$ cat config.mk
export PLATFORM = sky130hd
export DESIGN_NAME = matmul_seq_ctrl
export DESIGN_NICKNAME = d
export VERILOG_FILES = /design/src/rtl/matmul_seq_ctrl.sv
export SDC_FILE = /design/constraint.sdc
export NUM_CORES = 1
export LEC_CHECK = 0
export ABC_AREA = 1
export BUFFER_PORTS_ARGS = -buffer_cell sky130_fd_sc_hd__buf_2
export CORE_UTILIZATION = 35
export CTS_CLUSTER_SIZE = 20
export DETAILED_ROUTE_END_ITERATION = 7
export PLACE_DENSITY = 0.57
export SLEW_MARGIN = 10
export SYNTH_ARGS = -nofsm -noshare
export SYNTH_HDL_FRONTEND = slang
export SYNTH_SLANG_ARGS = --single-unit
$ cat constraint.sdc
create_clock -name clk -period 3.3 [get_ports clk]
set_clock_uncertainty 0.1 [all_clocks]
set_input_delay 0.66 -clock clk [delete_from_list [all_inputs] [get_ports clk]]
set_output_delay 0.66 -clock clk [all_outputs]
set_load 0.05 [all_outputs]
$ cat src/rtl/matmul_seq_ctrl.sv
// Sequencer for C[MxN] = A[MxK] * B[KxN] over single-port A/B/C memories and an external MAC.
// Build option MATMUL_TRANSPOSE_B_EN: B is stored transposed, so compute reads use b_addr = j*K+k.
module matmul_seq_ctrl #(
    parameter int unsigned M      = 3,
    parameter int unsigned K      = 3,
    parameter int unsigned N      = 3,
    parameter int unsigned ADDR_W = 8
) (
    input  logic              clk,
    input  logic              rst,
    input  logic              start,
    input  logic              in_valid,
    output logic              in_ready,
    output logic              out_valid,
    input  logic              out_ready,
    output logic              busy,
    output logic              done,
    output logic              a_en,
    output logic              a_we,
    output logic [ADDR_W-1:0] a_addr,
    output logic              b_en,
    output logic              b_we,
    output logic [ADDR_W-1:0] b_addr,
    output logic              c_en,
    output logic              c_we,
    output logic [ADDR_W-1:0] c_addr,
    output logic              mac_ld,
    output logic              mac_clr
);

    localparam logic [ADDR_W-1:0] LP_ONE     = ADDR_W'(1);
    localparam logic [ADDR_W-1:0] LP_K       = ADDR_W'(K);
    localparam logic [ADDR_W-1:0] LP_N       = ADDR_W'(N);
    localparam logic [ADDR_W-1:0] LP_M_LAST  = ADDR_W'(M - 1);
    localparam logic [ADDR_W-1:0] LP_K_LAST  = ADDR_W'(K - 1);
    localparam logic [ADDR_W-1:0] LP_N_LAST  = ADDR_W'(N - 1);
    localparam logic [ADDR_W-1:0] LP_MK_LAST = ADDR_W'(M * K - 1);
    localparam logic [ADDR_W-1:0] LP_KN_LAST = ADDR_W'(K * N - 1);
    localparam logic [ADDR_W-1:0] LP_MN_LAST = ADDR_W'(M * N - 1);

    typedef enum logic [3:0] {
        S_IDLE,
        S_LOAD_A,
        S_LOAD_B,
        S_FETCH,
        S_ACC,
        S_STORE,
        S_RD_C,
        S_OUT,
        S_DONE
    } state_t;

    state_t            r_state;
    logic [ADDR_W-1:0] r_ld;
    logic [ADDR_W-1:0] r_i;
    logic [ADDR_W-1:0] r_j;
    logic [ADDR_W-1:0] r_k;
    logic [ADDR_W-1:0] r_o;

    logic [ADDR_W-1:0] w_a_rd_addr;
    logic [ADDR_W-1:0] w_b_rd_addr;
    logic [ADDR_W-1:0] w_c_wr_addr;

    // Address arithmetic is kept at ADDR_W width
    assign w_a_rd_addr = r_i * LP_K + r_k;
    assign w_c_wr_addr = r_i * LP_N + r_j;
`ifdef MATMUL_TRANSPOSE_B_EN
    assign w_b_rd_addr = r_j * LP_K + r_k;
`else
    assign w_b_rd_addr = r_k * LP_N + r_j;
`endif

    // State and loop counters
    always_ff @(posedge clk) begin
        if (!rst) begin
            r_state <= S_IDLE;
            r_ld    <= '0;
            r_i     <= '0;
            r_j     <= '0;
            r_k     <= '0;
            r_o     <= '0;
        end else begin
            case (r_state)
                S_IDLE: begin
                    if (start) r_state <= S_LOAD_A;
                end
                S_LOAD_A: begin
                    if (in_valid) begin
                        if (r_ld == LP_MK_LAST) begin
                            r_ld    <= '0;
                            r_state <= S_LOAD_B;
                        end else begin
                            r_ld <= r_ld + LP_ONE;
                        end
                    end
                end
                S_LOAD_B: begin
                    if (in_valid) begin
                        if (r_ld == LP_KN_LAST) begin
                            r_ld    <= '0;
                            r_state <= S_FETCH;
                        end else begin
                            r_ld <= r_ld + LP_ONE;
                        end
                    end
                end
                S_FETCH: r_state <= S_ACC;
                S_ACC: begin
                    if (r_k == LP_K_LAST) begin
                        r_k     <= '0;
                        r_state <= S_STORE;
                    end else begin
                        r_k     <= r_k + LP_ONE;
                        r_state <= S_FETCH;
                    end
                end
                S_STORE: begin
                    r_state <= S_FETCH;
                    if (r_j == LP_N_LAST) begin
                        r_j <= '0;
                        if (r_i == LP_M_LAST) begin
                            r_i     <= '0;
                            r_state <= S_RD_C;
                        end else begin
                            r_i <= r_i + LP_ONE;
                        end
                    end else begin
                        r_j <= r_j + LP_ONE;
                    end
                end
                S_RD_C: r_state <= S_OUT;
                S_OUT: begin
                    if (out_ready) begin
                        if (r_o == LP_MN_LAST) begin
                            r_o     <= '0;
                            r_state <= S_DONE;
                        end else begin
                            r_o     <= r_o + LP_ONE;
                            r_state <= S_RD_C;
                        end
                    end
                end
                S_DONE:  r_state <= S_IDLE;
                default: r_state <= S_IDLE;
            endcase
        end
    end

    // Output decode; everything is forced low while reset is held so an abort writes nothing
    always_comb begin
        in_ready  = 1'b0;
        out_valid = 1'b0;
        busy      = 1'b0;
        done      = 1'b0;
        a_en      = 1'b0;
        a_we      = 1'b0;
        a_addr    = '0;
        b_en      = 1'b0;
        b_we      = 1'b0;
        b_addr    = '0;
        c_en      = 1'b0;
        c_we      = 1'b0;
        c_addr    = '0;
        mac_ld    = 1'b0;
        mac_clr   = 1'b0;
        if (rst) begin
            busy = (r_state != S_IDLE);
            case (r_state)
                S_IDLE:   mac_clr = start;
                S_LOAD_A: begin
                    in_ready = 1'b1;
                    a_addr   = r_ld;
                    a_en     = in_valid;
                    a_we     = in_valid;
                end
                S_LOAD_B: begin
                    in_ready = 1'b1;
                    b_addr   = r_ld;
                    b_en     = in_valid;
                    b_we     = in_valid;
                end
                S_FETCH: begin
                    a_en   = 1'b1;
                    b_en   = 1'b1;
                    a_addr = w_a_rd_addr;
                    b_addr = w_b_rd_addr;
                end
                S_ACC:    mac_ld = 1'b1;
                S_STORE: begin
                    c_en    = 1'b1;
                    c_we    = 1'b1;
                    c_addr  = w_c_wr_addr;
                    mac_clr = 1'b1;
                end
                S_RD_C: begin
                    c_en   = 1'b1;
                    c_addr = r_o;
                end
                // Address held on o while waiting so the pending element stays identifiable
                S_OUT: begin
                    out_valid = 1'b1;
                    c_addr    = r_o;
                end
                S_DONE:   done = 1'b1;
                default: ;
            endcase
        end
    end

endmodule

==> impl_metrics.csv, run 1 <==
group,metric,value,unit
setup_path,cp-end-kind,"output pin",
setup_path,worstPathRequired,2.54,ns
global_routing,use_met3,3.08,%
setup_path,reg2reg_from,"r_state[0]",
power,vdd_drop_max,214,uV
setup_path,path_delay_family,"compound AO/OA/AOI/OAI gates",
timing,maxSlewHeadroom,68.2,%
placed_design,dp_hpwl,8880,um
setup_path,cp_slowest_cell,"dfxtp_4",
timing,min_period,3.63,ns
die,dieArea,12000,sq um
die,initial_core_util,36.7,%
clock_network,htree_levels,2,
yosys,synth_most_common_cell,"nand2_1",
placed_design,postPlaceCellArea,4750,sq um
yosys,synth_nets,641,
clock_network,cts_tree,"yes",
yosys,ys_top_cells_by_area,"dfxtp_1, ha_1, nand2_1",
global_routing,antenna_found_initial,0,
setup_path,slowest_delay,0.38,ns
route,drc_errors,0,
worst_hold_path,min-delay-start,"r_i[6]",
final_layout,syn2layout_area_growth,36.2,%
route,vias,4111,
flow_run,drv_cap,0,
global_routing,grt_use_total,19.4,%
setup_path,startpoint_type,"flip-flop",
global_routing,grt_util_met1,25.3,%
global_routing,grt_start_max_net_pins,24,
worst_hold_path,hp-class,"reg -> reg",
power,power.leakage,0.00251,uW
final_layout,final_nets,730,
yosys,async_reset_ff_share,0,%
power,internal_power,920,uW
global_routing,grt_overflow,0,
die,fp.dieW,109,um
global_routing,met2_usage,33.4,%
run_status,status,"finished, violations left",
setup_path,path_buf_inv,3,
timing,worst_pin_slew,0.473,ns
setup_path,cp_common_cell,"a21oi_4",
yosys,synth.avg_cell_area,6.98,sq um
timing,rsz0062_at_grt,"true",
yosys,synthTopCellsByCount,"nand2_1, inv_1, a21oi_1",
power,switching_power,521,uW
final_layout,antenna_cells,0,
placed_design,finalWeightedCongestion,0.860,
yosys,synth.distinct_cells,45,
placed_design,io_buffer_count,40,
clock_network,cts_buffer_depth,2,
power,swShare,36.2,%
yosys,synth_seq_area_share,21.8,%
yosys,synthesis.area,4040,sq um
setup_path,cp_max_fo,5,
timing,slew_viol_final,0,
yosys,ys.flop_type,"dfxtp_1",
route,viasPerCell,5.09,
clock_network,insertion_delay,0.29,ns
yosys,yosysTopAreaCellShare,21.8,%
clock_network,numCtsBuffers,5,
clock_network,clock_sinks,44,
yosys,yosysTopAreaCell,"dfxtp_1",
power,comb_power_share,25.6,%
yosys,synth.ff_latch_count,44,
power,p_clk_share,34.4,%
final_layout,drive_gt1_share,34.0,%
timing,fmax,275,MHz
global_routing,grt_first_pass_wirelength,18100,um
timing,final.period_utilization,110,%
timing,setup_viol,9,
yosys,synth_edf_count,0,
route,drt_first_pass_iters,4,
setup_path,setup.worst_path.start,"r_i[2]",
final_layout,fin_area,5510,sq um
die,rows,38,
clock_network,clock-root-buffer,"clkbuf_16",
timing,finalWorstSetupSlack,-0.330,ns
route,wl_per_cell,14.2,um
route,drt-initial-drc-count,244,
placed_design,dp.cells,790,
yosys,yosysWarnings,0,
timing,hold_viol_final,0,
power,seq_power_share,40.0,%
setup_path,crit_type,"reg -> out",
setup_path,critical_path_arrival,2.87,ns
route,routed_wl,11500,um
setup_path,cp_cell_sequence,"inv_4 > ha_4 > a21oi_4 > nand2_1 > nand2_2 > nand2_2 > a21oi_4 > xnor2_4 > ha_4 > a21oi_2 > o21ai_2 > a21oi_2 > inv_1 > nand2_1 > nand3_2 > a21oi_4 > buf_6",
clock_network,cts_hold_buf,0,
die,pin_count,41,
global_routing,grt_most_used_layer,"met2",
final_layout,stdcell_count,808,
route,ant_nets,0,
run_status,violations,"setup timing",
clock_network,cts.clk_slew.worst_paths,0.07,ns
yosys,syn_inst,579,
die,coreArea,11000,sq um
global_routing,grt_pass1_vias,3760,
power,power_density,262,nW/um^2
die,die_y,109,um
==> flip-flops by register name, indices dropped and copies added, names as in the netlist <==
signal	flops
r_k	8
r_state	4
r_j	8
r_i	8
r_o	8
r_ld	8
==> worst paths after layout <==
check | cells after the start | endpoint | slack, ns
max | 17 | a_addr[7] | -0.33
min | 2 | r_i[6] | 0.40
min reg2reg | 2 | r_i[6] | 0.40
max reg2reg | 9 | r_i[7] | 1.40
==> metal layers <==
metal / vias to the layer above / routed length, um
met4: 0 / 221
met1: 1920 / 5360
met3: 17 / 377
li1: 2093 / -
met2: 81 / 5500
met5: - / 0
==> per-stage QoR <==
step | util (%) | hold slack [ns] | total power, uW | setup TNS [ns] | setup WS (ns)
2_1_floorplan | - | 0.355 | 870 | -0.0705 | -0.0588
3_3_place_gp | 43.1 | 0.365 | 947 | -0.447 | -0.183
3_5_place_dp | 43.1 | 0.390 | 953 | -0.708 | -0.214
4_1_cts | 47.3 | 0.398 | 1460 | -1.68 | -0.272
5_1_grt | 49.9 | 0.424 | 1520 | -2.91 | -0.425
6_report | 49.9 | 0.399 | 1440 | -1.68 | -0.330
==> cell usage in the layout (no fill, tap or decap), drive strengths merged, types with 2 or more instances in the layout <==
| cell | n |
|---|---|
| buf | 89 |
| a31oi | 3 |
| o21a | 7 |
| a21o | 3 |
| or2 | 5 |
| xor2 | 8 |
| nor3b | 6 |
| clkinv | 2 |
| nor2 | 60 |
| nand2 | 113 |
| nand4 | 10 |
| o31ai | 2 |
| a211oi | 3 |
| clkbuf | 5 |
| a21oi | 61 |
| nor3 | 12 |
| ha | 47 |
| o21ai | 28 |
| fa | 10 |
| o22ai | 3 |
| nand3 | 50 |
| dfxtp | 44 |
| inv | 86 |
| xnor2 | 4 |
| nor4 | 2 |
==> power groups by stage <==
stage	clock [uW]	combinational, uW	sequential, uW
floorplan	0	286	584
global placement	0	359	588
detailed placement	0	364	589
CTS	514	366	576
global route	531	415	578
finish	496	369	576
==> timing repair <==
| action | CTS | global route |
|---|---|---|
| setup buffers | 8 | 3 |
| setup endpoints to repair | 14 | 14 |
| gates resized for setup | 73 | 54 |
| pin swaps | 35 | 40 |
==> worst register-to-register path: stages (launching register included) <==
cell	delay [ns]
dfxtp_1	0.44
inv_2	0.08
nor2_4	0.11
nand2_2	0.19
clkinv_2	0.20
nand2_4	0.10
nor3b_4	0.31
nand3_2	0.12
nor2_1	0.10
nor2_1	0.05
==> logic make-up after synthesis <==
group / Yosys count / synth area share, %
compound gates: 114 / 15.7
fa+ha+maj: 57 / 19.5
simple gates: 258 / 31.6
xor+xnor: 12 / 2.60
buf+inv: 94 / 8.79
flops: 44 / 21.8
==> layout make-up <==
type	count	area, sq um
repair buffers	89	661
well taps	140	175
clock inverters	2	12.5
multi-input cells	441	3300
inverters	87	333
flip-flops and latches	44	900
fillers	1079	5520
clock buffers	5	125
No activity file was read; power rests on OpenSTA's default activity.
==> run 2: changes to the inputs <==
Settings changed: PLACE_DENSITY 0.57 to 0.59, SLEW_MARGIN 10 to 40.
==> run 2 against run 1 <==
  * The flow still finishes with violations (setup timing)
  * Via count shrank 0.12%
  * Largest cell class unchanged
  * Combinational power grew 2%
  * Count of clock-buffer cells in the layout grew 1
==> impl_metrics.csv, run 2 (same netlist as run 1, synthesis figures left out) <==
group,metric,value,unit
run_status,status,"finished, violations left",
run_status,violations,"setup timing",
power,vdd_drop_max,204,uV
final_layout,layout_commonest_cell,"nand2_1",
setup_path,critical_path_arrival,2.77,ns
flow_run,drv_cap,0,
placed_design,finalWeightedCongestion,0.869,
timing,finalWorstSetupSlack,-0.229,ns
power,power.leakage,0.00252,uW
final_layout,final_cell_mix,"nand2_1, inv_1, nor2_1",
placed_design,dp_hpwl,8860,um
placed_design,io_buffer_count,40,
clock_network,clock-root-buffer,"clkbuf_16",
die,coreArea,11000,sq um
final_layout,antenna_cells,0,
die,die_y,109,um
placed_design,postPlaceCellArea,4750,sq um
setup_path,worstPathRequired,2.54,ns
clock_network,cts.clk_slew.worst_paths,0.07,ns
setup_path,cp_max_fo,5,
setup_path,startpoint_type,"flip-flop",
setup_path,crit_type,"reg -> out",
timing,maxSlewHeadroom,70.6,%
final_layout,syn2layout_area_growth,36.4,%
setup_path,cp-end-kind,"output pin",
die,rows,38,
clock_network,cts_tree,"yes",
timing,tns,-1.28,ns
final_layout,final_nets,730,
global_routing,grt_first_pass_wirelength,18000,um
power,power.total,1570,uW
die,fp.dieW,109,um
route,drt_first_pass_iters,6,
die,initial_core_util,36.7,%
final_layout,drive_gt1_share,33.6,%
final_layout,finish.utilization,50.0,%
global_routing,grt_pass1_vias,3928,
clock_network,numCtsBuffers,5,
clock_network,htree_levels,2,
placed_design,post-place-ws,-0.192,ns
timing,hold_viol_final,0,
timing,rsz0062_at_grt,"true",
timing,setup_viol,10,
die,dieArea,12000,sq um
route,routed_wl,11400,um
route,viasPerCell,5.08,
final_layout,fin_area,5520,sq um
timing,min_period,3.53,ns
route,drc_errors,0,
route,vias,4106,
power,power_density,284,nW/um^2
global_routing,grt_use_total,19.2,%
route,ant_nets,0,
timing,worst_pin_slew,0.440,ns
clock_network,clock_sinks,44,
route,wl_per_cell,14.1,um
global_routing,antenna_found_initial,0,
clock_network,insertion_delay,0.29,ns
global_routing,grt_start_max_net_pins,20,
timing,final.period_utilization,107,%
clock_network,cts_buffer_depth,2,
timing,slew_viol_final,0,
route,drt-initial-drc-count,167,
die,pin_count,41,
global_routing,grt_overflow,0,
timing,fmax,283,MHz
worst_hold_path,hp-class,"reg -> reg",
## run 2: cell count changes in the layout (fill, tap and decap cells not counted), moves of 3 or more
| cell | change |
|---|---|
| dfxtp_2 | -4 |
| nand2_1 | +7 |
| dfxtp_4 | +3 |
| a21oi_4 | -3 |
| a21oi_2 | +5 |
| nand2_2 | -7 |
## run 2: area by class of cell
cell class | instances | area, sq um
well taps | 140 | 175
clock buffers | 6 | 139
inverters | 87 | 328
repair buffers | 89 | 669
flip-flops and latches | 44 | 906
fillers | 1064 | 5510
multi-input cells | 441 | 3260
clock inverters | 2 | 38.8
## run 2: stage by stage
step                      cells  hold slack [ns]
after floorplan             579            0.355
after global placement      789            0.367
after detailed placement    789            0.381
after CTS                   804            0.391
after global routing        809            0.415
final                       809            0.392
## run 2: path summary, 6_finish.rpt
check / from / endpoint / slack [ns] / depth (start not counted)
worst max-delay path: r_i[2] / c_addr[7] / -0.23 / 17
worst min-delay path: r_i[6] / r_i[6] / 0.39 / 2
worst max register to register: r_state[3] / r_j[7] / 1.38 / 7
worst min register to register: r_i[6] / r_i[6] / 0.39 / 2
## run 2: critical path, cell delays in order, from the launching register on
cell and delay (ns):
dfxtp_4 0.38, inv_2 0.05, ha_4 0.21, a21oi_2 0.13, nand2_1 0.07, nand2_1 0.09
nand2_1 0.07, a21oi_2 0.17, xnor2_2 0.15, ha_1 0.30, a21oi_2 0.14, o21ai_1 0.09
a21oi_2 0.12, inv_1 0.05, nand2_1 0.06, nand3_2 0.07, a21oi_2 0.15, buf_6 0.17
## run 2: what timing repair did
action,CTS,global route
gates resized for setup,86,39
pin swaps,35,28
endpoints found under the setup margin,14,15
buffers inserted,7,7
hold endpoints to repair,0,0
hold buffers,0,0
## run 2: per-layer routing
layer  wire [um]  track usage [%]
met5           0                0
met4         204             5.33
met3         468             2.96
met2        5500             33.6
met1        5210             24.3
## run 2: report_power, final
group | internal [uW] | switching [uW]
sequential | 546 | 26.2
combinational | 96.9 | 279
clock | 380 | 241
